### src/rtl/hier_leaf_pkg.sv
// Shared constants, payload type and width helper for the leaf stream FIFO stage.
package hier_leaf_pkg;

    localparam int unsigned DATA_W_DEFAULT = 8;
    localparam int unsigned DEPTH_DEFAULT  = 4;
    localparam int unsigned CNT_W_DEFAULT  = 16;

    typedef logic [DATA_W_DEFAULT-1:0] leaf_word_t;

    // Bits needed to hold 0..n inclusive when n is a power of two.
    function automatic int unsigned clog2_plus1(input int unsigned n);
        int unsigned w;
        w = 0;
        while ((64'd1 << w) < 64'(n)) begin
            w = w + 1;
        end
        return w + 1;
    endfunction

endpackage

### src/rtl/hier_leaf_fifo_mem.sv
// Simple dual-port register array: synchronous write, asynchronous read, no reset.
module hier_leaf_fifo_mem #(
    parameter int unsigned DATA_W = 8,
    parameter int unsigned DEPTH  = 4
) (
    input  logic                     clk,
    input  logic                     i_we,
    input  logic [$clog2(DEPTH)-1:0] i_waddr,
    input  logic [DATA_W-1:0]        i_wdata,
    input  logic [$clog2(DEPTH)-1:0] i_raddr,
    output logic [DATA_W-1:0]        o_rdata
);

    logic [DATA_W-1:0] r_mem [DEPTH];

    always_ff @(posedge clk) begin
        if (i_we) begin
            r_mem[i_waddr] <= i_wdata;
        end
    end

    assign o_rdata = r_mem[i_raddr];

endmodule

### src/rtl/hier_leaf_stream_fifo.sv
// Leaf datapath stage: circular FIFO between valid/ready streams, with a
// delivered-word counter and a running XOR checksum of delivered words.
module hier_leaf_stream_fifo
    import hier_leaf_pkg::*;
#(
    parameter int unsigned DATA_W = DATA_W_DEFAULT,
    parameter int unsigned DEPTH  = DEPTH_DEFAULT,
    parameter int unsigned CNT_W  = CNT_W_DEFAULT
) (
    input  logic                          clk,
    input  logic                          rst_n,
    input  logic                          flush,
    input  logic                          in_valid,
    output logic                          in_ready,
    input  logic [DATA_W-1:0]             in_data,
    output logic                          out_valid,
    input  logic                          out_ready,
    output logic [DATA_W-1:0]             out_data,
    output logic [clog2_plus1(DEPTH)-1:0] level,
    output logic [CNT_W-1:0]              word_cnt,
    output logic [DATA_W-1:0]             checksum
);

    localparam int unsigned PTR_W = $clog2(DEPTH);
    localparam int unsigned LVL_W = clog2_plus1(DEPTH);

    logic [PTR_W-1:0]  r_wr_ptr;
    logic [PTR_W-1:0]  r_rd_ptr;
    logic [LVL_W-1:0]  r_level;
    logic              r_in_ready;
    logic              r_out_valid;
    logic [CNT_W-1:0]  r_word_cnt;
    logic [DATA_W-1:0] r_checksum;

    logic              w_push;
    logic              w_pop;
    logic              w_we;
    logic [LVL_W-1:0]  w_level_nxt;
    logic [DATA_W-1:0] w_rdata;

    // Handshakes only use registered flags, so no ready/valid pass-through.
    assign w_push = in_valid && r_in_ready;
    assign w_pop  = r_out_valid && out_ready;
    assign w_we   = w_push && rst_n && !flush;

    always_comb begin
        w_level_nxt = r_level;
        case ({w_push, w_pop})
            2'b10:   w_level_nxt = r_level + LVL_W'(1);
            2'b01:   w_level_nxt = r_level - LVL_W'(1);
            default: w_level_nxt = r_level;
        endcase
    end

    always_ff @(posedge clk) begin
        if (!rst_n) begin
            r_wr_ptr    <= '0;
            r_rd_ptr    <= '0;
            r_level     <= '0;
            r_in_ready  <= 1'b0;
            r_out_valid <= 1'b0;
            r_word_cnt  <= '0;
            r_checksum  <= '0;
        end else if (flush) begin
            // Contents dropped; delivery statistics survive the flush.
            r_wr_ptr    <= '0;
            r_rd_ptr    <= '0;
            r_level     <= '0;
            r_in_ready  <= 1'b1;
            r_out_valid <= 1'b0;
        end else begin
            if (w_push) begin
                r_wr_ptr <= r_wr_ptr + PTR_W'(1);
            end
            if (w_pop) begin
                r_rd_ptr   <= r_rd_ptr + PTR_W'(1);
                r_word_cnt <= r_word_cnt + CNT_W'(1);
                r_checksum <= r_checksum ^ w_rdata;
            end
            r_level     <= w_level_nxt;
            r_in_ready  <= (w_level_nxt != LVL_W'(DEPTH));
            r_out_valid <= (w_level_nxt != '0);
        end
    end

    hier_leaf_fifo_mem #(
        .DATA_W (DATA_W),
        .DEPTH  (DEPTH)
    ) u_mem (
        .clk     (clk),
        .i_we    (w_we),
        .i_waddr (r_wr_ptr),
        .i_wdata (in_data),
        .i_raddr (r_rd_ptr),
        .o_rdata (w_rdata)
    );

    assign in_ready  = r_in_ready;
    assign out_valid = r_out_valid;
    assign out_data  = w_rdata;
    assign level     = r_level;
    assign word_cnt  = r_word_cnt;
    assign checksum  = r_checksum;

endmodule

### config.mk
export PLATFORM = sky130hd
export DESIGN_NAME = hier_leaf_stream_fifo
export DESIGN_NICKNAME = d
export VERILOG_FILES = /design/src/rtl/hier_leaf_pkg.sv /design/src/rtl/hier_leaf_fifo_mem.sv /design/src/rtl/hier_leaf_stream_fifo.sv
export SDC_FILE = /design/constraint.sdc
export NUM_CORES = 1
export LEC_CHECK = 0
export ABC_CLOCK_PERIOD_IN_PS = 2800
export CELL_PAD_IN_SITES_DETAIL_PLACEMENT = 0
export CELL_PAD_IN_SITES_GLOBAL_PLACEMENT = 1
export CORE_AREA = 2 2 84 86
export DETAILED_ROUTE_END_ITERATION = 12
export DIE_AREA = 0 0 86 88
export PLACE_DENSITY = 0.85
export SLEW_MARGIN = 5
export SYNTH_ARGS = -nofsm -noshare
export SYNTH_HDL_FRONTEND = slang
export SYNTH_HIERARCHICAL = 1
export SYNTH_SLANG_ARGS = --single-unit
export TNS_END_PERCENT = 30
### constraint.sdc
create_clock -name clk -period 2.8 [get_ports clk]
set_input_delay 0.7 -clock clk [delete_from_list [all_inputs] [get_ports clk]]
set_output_delay 0.7 -clock clk [all_outputs]
set_load 0.01 [all_outputs]
## Word level (Yosys, flattened, before mapping)

Memory sizes are Yosys's and may differ from the RTL's. A register that Yosys moved wholly into a read port is not among the register bits.
Cells that the tools add are included.

| word-level totals | value |
|---|---|
| memories | 1 |
| input bits | 13 |
| output and inout bits | 37 |
| word-level logic and storage cells | 33 |
| RAM bits | 32 |
| bits in registers | 33 |

Memory list:

| name | words | width | rd ports | clocked after Yosys merged registers in | write ports | RTL line | source |
|---|---|---|---|---|---|---|---|
| u_mem.r_mem | 4 | 8 | 1 | 1 | 1 | hier_leaf_fifo_mem.sv:14 | `logic [DATA_W-1:0] r_mem [DEPTH];` |

| operators by class | value |
|---|---|
| equality and inequality tests | 3 |
| add/sub/neg operators | 5 |
| mux-type cells | 6 |
| bitwise gates (word level) | 3 |
| reductions and logical operators | 8 |

Operators by type and width:

| operator | number |
|---|---|
| adder 16 x 1 -> 16 bit, second input constant | 1 |
| bitwise XOR 8 bit | 1 |
| case mux 3 bit (2 select lines) | 1 |
| adder 2 x 1 -> 2 bit, second input constant | 2 |
| logical AND 1 bit | 4 |
| two-way mux 2 bit | 2 |
| adder 3 x 1 -> 3 bit, second input constant | 1 |
| two-way mux 1 bit | 3 |
| inequality test 3 bit, second input constant | 1 |
| nonzero test 3 bit | 1 |
| subtractor 3 x 1 -> 3 bit, second input constant | 1 |
| equality test 2 x 1 -> 1 bit, second input constant | 1 |
| equality test 2 bit, second input constant | 1 |
| NOT 1 bit | 2 |
| AND reduction 2 bit | 1 |
| OR reduction 2 bit | 1 |
| logical NOT 1 bit | 1 |

## Logic depth before layout (Yosys ltp)

| depth | value |
|---|---|
| depth in word-level cells | 5 |
| gate-level depth with buffers | 7 |

## By module

The synthesis kept the hierarchy.

Modules (own cells, without submodules):

| module | seq. area each (sq um) | cells each | area each (sq um) | instances |
|---|---|---|---|---|
| hier_leaf_stream_fifo | 660.6 | 157 | 1470.2 | 1 |
| hier_leaf_fifo_mem | 960.9 | 46 | 1188.6 | 1 |

## Worst setup path before layout

Ideal clock, no wire load.

| timing | value |
|---|---|
| path type | input port to flip-flop |
| from | input flush |
| to | memory u_mem.r_mem[0][0], enable pin |
| required time | 2.415 ns |
| slack | 0.574 ns |
| buffers on the path | 1 |
| arrival | 1.841 ns |
| library setup time | 0.385 ns |
| cell stages on the path | 4 |
| cells stage by stage | nand2b_1 > clkbuf_1 > nor2_1 > nor3b_1 |

| on the way | value |
|---|---|
| longest elaborated chain between the ends | 4 |

RTL lines:

| item | RTL line | source |
|---|---|---|
| start: declaration | hier_leaf_stream_fifo.sv:12 | `input logic flush,` |
| logical NOT 1 bit | hier_leaf_stream_fifo.sv:44 | `assign w_we = w_push && rst_n && !flush;` |
| logical AND 1 bit | hier_leaf_stream_fifo.sv:44 |  |
| net w_we | hier_leaf_stream_fifo.sv:37 | `logic w_we;` |
| two-way mux 1 bit | hier_leaf_fifo_mem.sv:17 | `if (i_we) begin` |
| two-way mux 1 bit (not written as such) | hier_leaf_fifo_mem.sv:18 | `r_mem[i_waddr] <= i_wdata;` |
| end: declaration | hier_leaf_fifo_mem.sv:14 |  |

The timed path passes the listed nets, and every way through them passes these cells.

==> flow_metrics.py <==
metrics = {
    "outcome": {
        "status": "finished, final reports clean",
    },
    "critical_path": {
        "critPathCaptureType": "output port",
        "reg2reg_slack_ns": 0.91,
        "cpPeakStageDelay_ns": 0.57,
        "reg2regPathDepth": 7,
        "required_ns": 2.10,
        "crit_arrival_ns": 1.95,
        "path_cells": "buf_4, mux4_2, clkdlybuf4s50_1",
        "crit_type": "flip-flop to output port",
        "reg2reg_to": "in_ready$_SDFF_PN0_",
        "slowest_stage": "mux4_2",
        "startpoint_type": "flip-flop",
        "worstPathMaxFanout": 10,
        "reg2reg_from": "out_valid$_SDFF_PP0_",
    },
    "sta": {
        "setup-violations-final": 0,
        "rsz0062_at_grt": "no",
        "finalHoldViolCount": 0,
        "drv_slew": 0,
        "period_needed_ns": 2.652,
        "max_slew_margin_pct": 56.27,
        "tightest_slew_ns": 0.6553,
        "setup_tns_ns": 0,
        "final.setup_skew_ns": 0.005515,
        "period_share_pct": 94.73,
        "fmax_ghz": 0.3770,
    },
    "layout": {
        "mostFrequentLayoutCell": "clkdlybuf4s50_1",
        "final_area_mm2": 0.003455,
        "final_cell_mix": "49 x clkdlybuf4s50_1, 33 x dfxtp_1, 32 x edfxtp_1",
        "fin_util_pct": 52.00,
        "fillers": 572,
        "multi_input_area_um2": 982.2,
        "final_nets": 278,
        "drive_gt1_share_pct": 12.36,
        "regArea_mm2": 0.001622,
        "antenna_cells": 0,
        "area_growth_pct": 29.93,
    },
    "clock_tree": {
        "ctsResizeCount": 0,
        "cts_tree": "done",
        "worstSkewPairLatency_ns": 0.33,
        "clkSlewWorstSetupHoldPaths_ns": 0.07,
        "cts.hold.buffers_added": 0,
        "root_buffer": "clkbuf_8",
        "htreeDepth": 3,
        "cts_num_sinks": 65,
        "clk_path_buf_depth": 2,
        "cts_setup_buffers": 0,
        "cts_buffers": 9,
    },
    "detailed_routing": {
        "vias_per_cell": 4.810,
        "wl_per_cell_um": 14.01,
        "drtAntennaViolNets": 0,
        "top_layer": "met4",
        "vias": 1669,
        "wirelength_met1_um": 2268,
        "met3_length_um": 189,
        "dr.pass1.iters": 4,
        "drc": 0,
        "met2_length_um": 2304,
        "drt_wl_total_um": 4861,
        "drt_iter0_markers": 74,
    },
    "yosys": {
        "synth_ff_type": "dfxtp_1",
        "ys_seq_area_share_pct": 60.99,
        "yosys_warnings": 6,
        "async_flop_share_pct": 0,
        "synth_cells": 203,
        "ys_types": 35,
        "netlist_area_mm2": 0.002659,
        "ys_ff_latch": 65,
        "synth_edf_count": 32,
        "synth_area_per_cell_um2": 13.10,
        "syn-num-nets": 219,
    },
    "pwr": {
        "p_per_area_mw_per_mm2": 557.6,
        "peakVddDrop_uv": 251.4,
        "finalPower_mw": 1.926,
        "power_leakage_nw": 1.236,
    },
    "die": {
        "dieHeight_um": 88,
        "rows": 30,
        "die_w_um": 86,
        "boundaryPins": 50,
        "core_area_mm2": 0.006644,
        "start_util_pct": 40.02,
        "die_area_mm2": 0.007568,
    },
    "min_path": {
        "hp-start": "word_cnt[15]$_SDFFE_PN0P_",
        "min_path_type": "flip-flop to flip-flop",
        "worstHoldPathCells": 2,
        "whs_endpoint": "word_cnt[15]$_SDFFE_PN0P_",
    },
    "place": {
        "gp_congestion": 0.7594,
        "io_buffers": 49,
        "hpwl_um": 3499,
        "dpl_cell_area_mm2": 0.003251,
    },
    "global_routing": {
        "first_global_vias": 1550,
        "overflow": 0,
        "grt_max_degree": 22,
        "grtUsageTotal_pct": 13.76,
        "grt_pass1_wl_um": 7659,
        "grt_antenna_before_repair": 0,
    },
    "flow_run": {
        "maxCapViolCount": 0,
    },
}
registers in the layout, indices dropped and copies added, names as in the netlist:
signal       count
checksum         8
out_valid        1
u_mem/r_mem     32
r_wr_ptr         2
level            3
r_rd_ptr         2
in_ready         1
word_cnt        16
how the worst max path moves through the flow:
| stage | startpoint | to | slack (ns) |
|---|---|---|---|
| after CTS | r_rd_ptr[0]$_SDFFE_PP0N_ | out_data[4] | 0.13 |
| after detailed placement | in_valid | in_ready$_SDFF_PN0_ | 0.12 |
| after global placement | out_ready | in_ready$_SDFF_PN0_ | 0.15 |
| after floorplan | flush | u_mem/r_mem[0][0]$_DFFE_PP_ | 0.57 |
| after global routing | r_rd_ptr[0]$_SDFFE_PP0N_ | out_data[6] | 0.07 |
| final | r_rd_ptr[0]$_SDFFE_PP0N_ | out_data[6] | 0.15 |
where the power goes:
part	internal (mW)	leakage, nW	total [mW]	switching (mW)
registers	1.00	0.555	1.01	0.00664
logic	0.0462	0.579	0.0866	0.0404
clock network	0.495	0.102	0.829	0.334
cell families (layout without fill, tap and decap cells):
| kind of cell | after synthesis | in the layout | synth area share [%] |
|---|---|---|---|
| simple gates | 79 | 79 | 16.85 |
| flops | 65 | 65 | 60.99 |
| xor+xnor | 25 | 25 | 8.235 |
| mux | 12 | 12 | 8.282 |
| buf+inv | 10 | 74 | 2.070 |
| compound gates | 9 | 9 | 1.882 |
| fa+ha+maj | 3 | 3 | 1.694 |
critical path: cells and delay by family (launching register included):
family	cells	cell delay (ns)
buf+inv	2	0.72
flops	1	0.32
mux	1	0.57
synthesized netlist by cell type (all sizes together) (4+ instances only):
cell	n	area share, %
nand2	19	2.7
dfxtp	33	25
nor3	4	0.75
mux4	8	6.8
xor2	15	4.9
nand3	6	1.1
clkbuf	4	0.61
nor2	28	4.0
a21oi	4	0.75
xnor2	10	3.3
mux2i	4	1.5
edfxtp	32	36
metal layers:
metal  GRT usage, %  up-vias
li1               -      837
met1          17.82      792
met2          20.79       33
met3          4.241        7
met4          7.359        0
met5              0        -
area by class of cell:
| class | count | share of cell area [%] |
|---|---|---|
| clock inverters | 5 | 2.101 |
| multi-input cells | 128 | 28.43 |
| clock buffers | 11 | 3.803 |
| inverters | 3 | 0.3260 |
| repair buffers | 55 | 15.50 |
| flip-flops and latches | 65 | 46.94 |
| well taps | 80 | 2.898 |
through the flow:
step                      setup slack [ns]  instances  hold WS, ns
after global placement              0.1460        331       0.4579
after detailed placement            0.1196        331       0.4760
after CTS                           0.1258        347       0.4875
after floorplan                     0.5737        203       0.4782
final                               0.1475        347       0.4798
after global routing               0.06947        347       0.5069
Note: power is estimated with default switching activity, not from simulation.
==> edit (config.mk and constraints unchanged) <==
Set the package constant `DEPTH_DEFAULT` to 2 (it was 4).
--- a/src/rtl/hier_leaf_pkg.sv
+++ b/src/rtl/hier_leaf_pkg.sv
@@ -2,7 +2,7 @@
 package hier_leaf_pkg;
 
     localparam int unsigned DATA_W_DEFAULT = 8;
-    localparam int unsigned DEPTH_DEFAULT  = 4;
+    localparam int unsigned DEPTH_DEFAULT  = 2;
     localparam int unsigned CNT_W_DEFAULT  = 16;
 
     typedef logic [DATA_W_DEFAULT-1:0] leaf_word_t;
Ports: changed (resized level); port bits go from 50 to 49. The function was not compared with the original's and may differ.
==> edit against the original RTL <==
Final area decreased by 25%; setup slack improved by 98 ps; wire length decreased by 18%; sequential power decreased by 30%; sequential cell count decreased by 19; power decreased by 35%; critical path depth decreased by 1; register-to-register slack improved by 40 ps; area after synthesis decreased by 28%; largest power group unchanged; highest routed layer unchanged.
==> edit: results <==
{
  "fillers": 642,
  "antenna_found_initial": 0,
  "status": "finished, final reports clean",
  "finalClockSkew_ps": 7.09,
  "grt_use_total_pct": 11.3,
  "clk_latency_ps": 290,
  "gp_congestion": 0.758,
  "htreeDepth": 2,
  "drtIter0Drc": 53,
  "relSlewSlack_pct": 59.9,
  "synth_commonest_cells": "dfxtp_1, nor2_1, edfxtp_1",
  "grt_pass1_vias": 1344,
  "hp-start": "word_cnt[15]$_SDFFE_PN0P_",
  "post_cts_resized": 0,
  "yosys_warnings": 6,
  "r2r-start": "word_cnt[2]$_SDFFE_PN0P_",
  "n_antenna_cell": 0,
  "synthDistinctLibCells": 39,
  "cp_slowest_stage_delay_ps": 710,
  "clockRootBuffer": "clkbuf_8",
  "synth_nets": 185,
  "power_switching_mw": 0.253,
  "postCtsSetupRepairBufs": 0,
  "final_nets": 237,
  "clk_pin_slew_worst_paths_ps": 80,
  "hpwl_um": 2920,
  "ys_seq_area_share_pct": 56.2,
  "p_leak_nw": 0.903,
  "cts-buffers-inserted": 5,
  "synth_edf_count": 16,
  "wl_um": 3980,
  "critPathMaxFanout": 9,
  "cp.arrival_ps": 1850,
  "via_per_inst": 4.56,
  "ir_drop_mv": 0.211,
  "grt_max_degree": 19,
  "async_reset_ff_share_pct": 0,
  "synth_area_leaders": "dfxtp_1, edfxtp_1, xor2_1",
  "hold_viol": 0,
  "final_layout_size_suffix_gt1_share_pct": 12.1,
  "hp-class": "reg2reg",
  "cts_buffer_depth": 2,
  "worst_path_max_delay_cell": "dfxtp_1",
  "grt_pass1_wl_um": 6570,
  "crit_path_start": "r_rd_ptr$_SDFFE_PP0N_",
  "numPortBuffers": 48,
  "dr.pass1.iters": 4
}
-- edit: cell types whose count changed in the layout (fill, tap and decap cells not counted), moves of 4 or more --
cell,before,now
clkbuf_8,9,5
edfxtp_1,32,16
mux2_4,0,8
mux4_2,8,0
nand2_1,19,11
nand4_1,0,4
-- edit: routing by layer --
layer,track usage [%],routed length [um],up-vias
li1,-,-,690
met1,13.7,1730,649
met2,18.2,1920,38
met3,3.49,247,6
met4,5.34,74,0
met5,0,0,-
-- edit: cell type report --
class                   instances  area, um^2  share of cell area (%)
clock buffers                   5        68.8                    2.64
clock inverters                 3        40.0                    1.54
inverters                       2        7.51                   0.288
multi-input cells             116         805                    30.9
flip-flops and latches         46        1080                    41.5
well taps                      80         100                    3.84
repair buffers                 51         503                    19.3
-- edit: stage by stage --
| stage | hold WS, ps | instances | area, um^2 | setup slack (ps) | total power [mW] |
|---|---|---|---|---|---|
| 5_1_grt | 547 | 303 | 2610 | 159 | 1.30 |
| 4_1_cts | 522 | 303 | 2610 | 222 | 1.27 |
| 2_1_floorplan | 494 | 170 | 1920 | 927 | 0.749 |
| 6_report | 519 | 303 | 2610 | 246 | 1.25 |
| 3_5_place_dp | 502 | 295 | 2500 | 458 | 0.790 |
| 3_3_place_gp | 469 | 295 | 2500 | 491 | 0.788 |
-- edit: cell families (layout without fill, tap and decap cells) --
group	after synthesis	in the layout	synth area share [%]
fa+ha+maj	2	2	1.30
mux	9	9	6.76
compound gates	14	14	4.42
flops	46	46	56.2
simple gates	69	69	19.3
xor+xnor	22	22	10.0
buf+inv	8	61	2.02
-- edit: final timing paths --
check / to / cells after the start / slack [ps]
setup / recovery: out_data[0] / 2 / 250
hold reg to reg: word_cnt[15]$_SDFFE_PN0P_ / 2 / 520
setup reg to reg: word_cnt[15]$_SDFFE_PN0P_ / 4 / 950
hold / removal: word_cnt[15]$_SDFFE_PN0P_ / 2 / 520
-- edit: critical path: cells and delay by family, from the launching register on --
| family | cells | cell delay [ps] |
|---|---|---|
| buf+inv | 1 | 490 |
| flops | 1 | 710 |
| mux | 1 | 370 |
-- edit: power by group through the flow --
stage               sequential, mW  combinational, mW  clock [mW]
floorplan                    0.719             0.0299           0
global placement             0.718             0.0699           0
detailed placement           0.719             0.0717           0
CTS                          0.703             0.0719       0.497
global route                 0.704             0.0773       0.518
finish                       0.703             0.0708       0.480
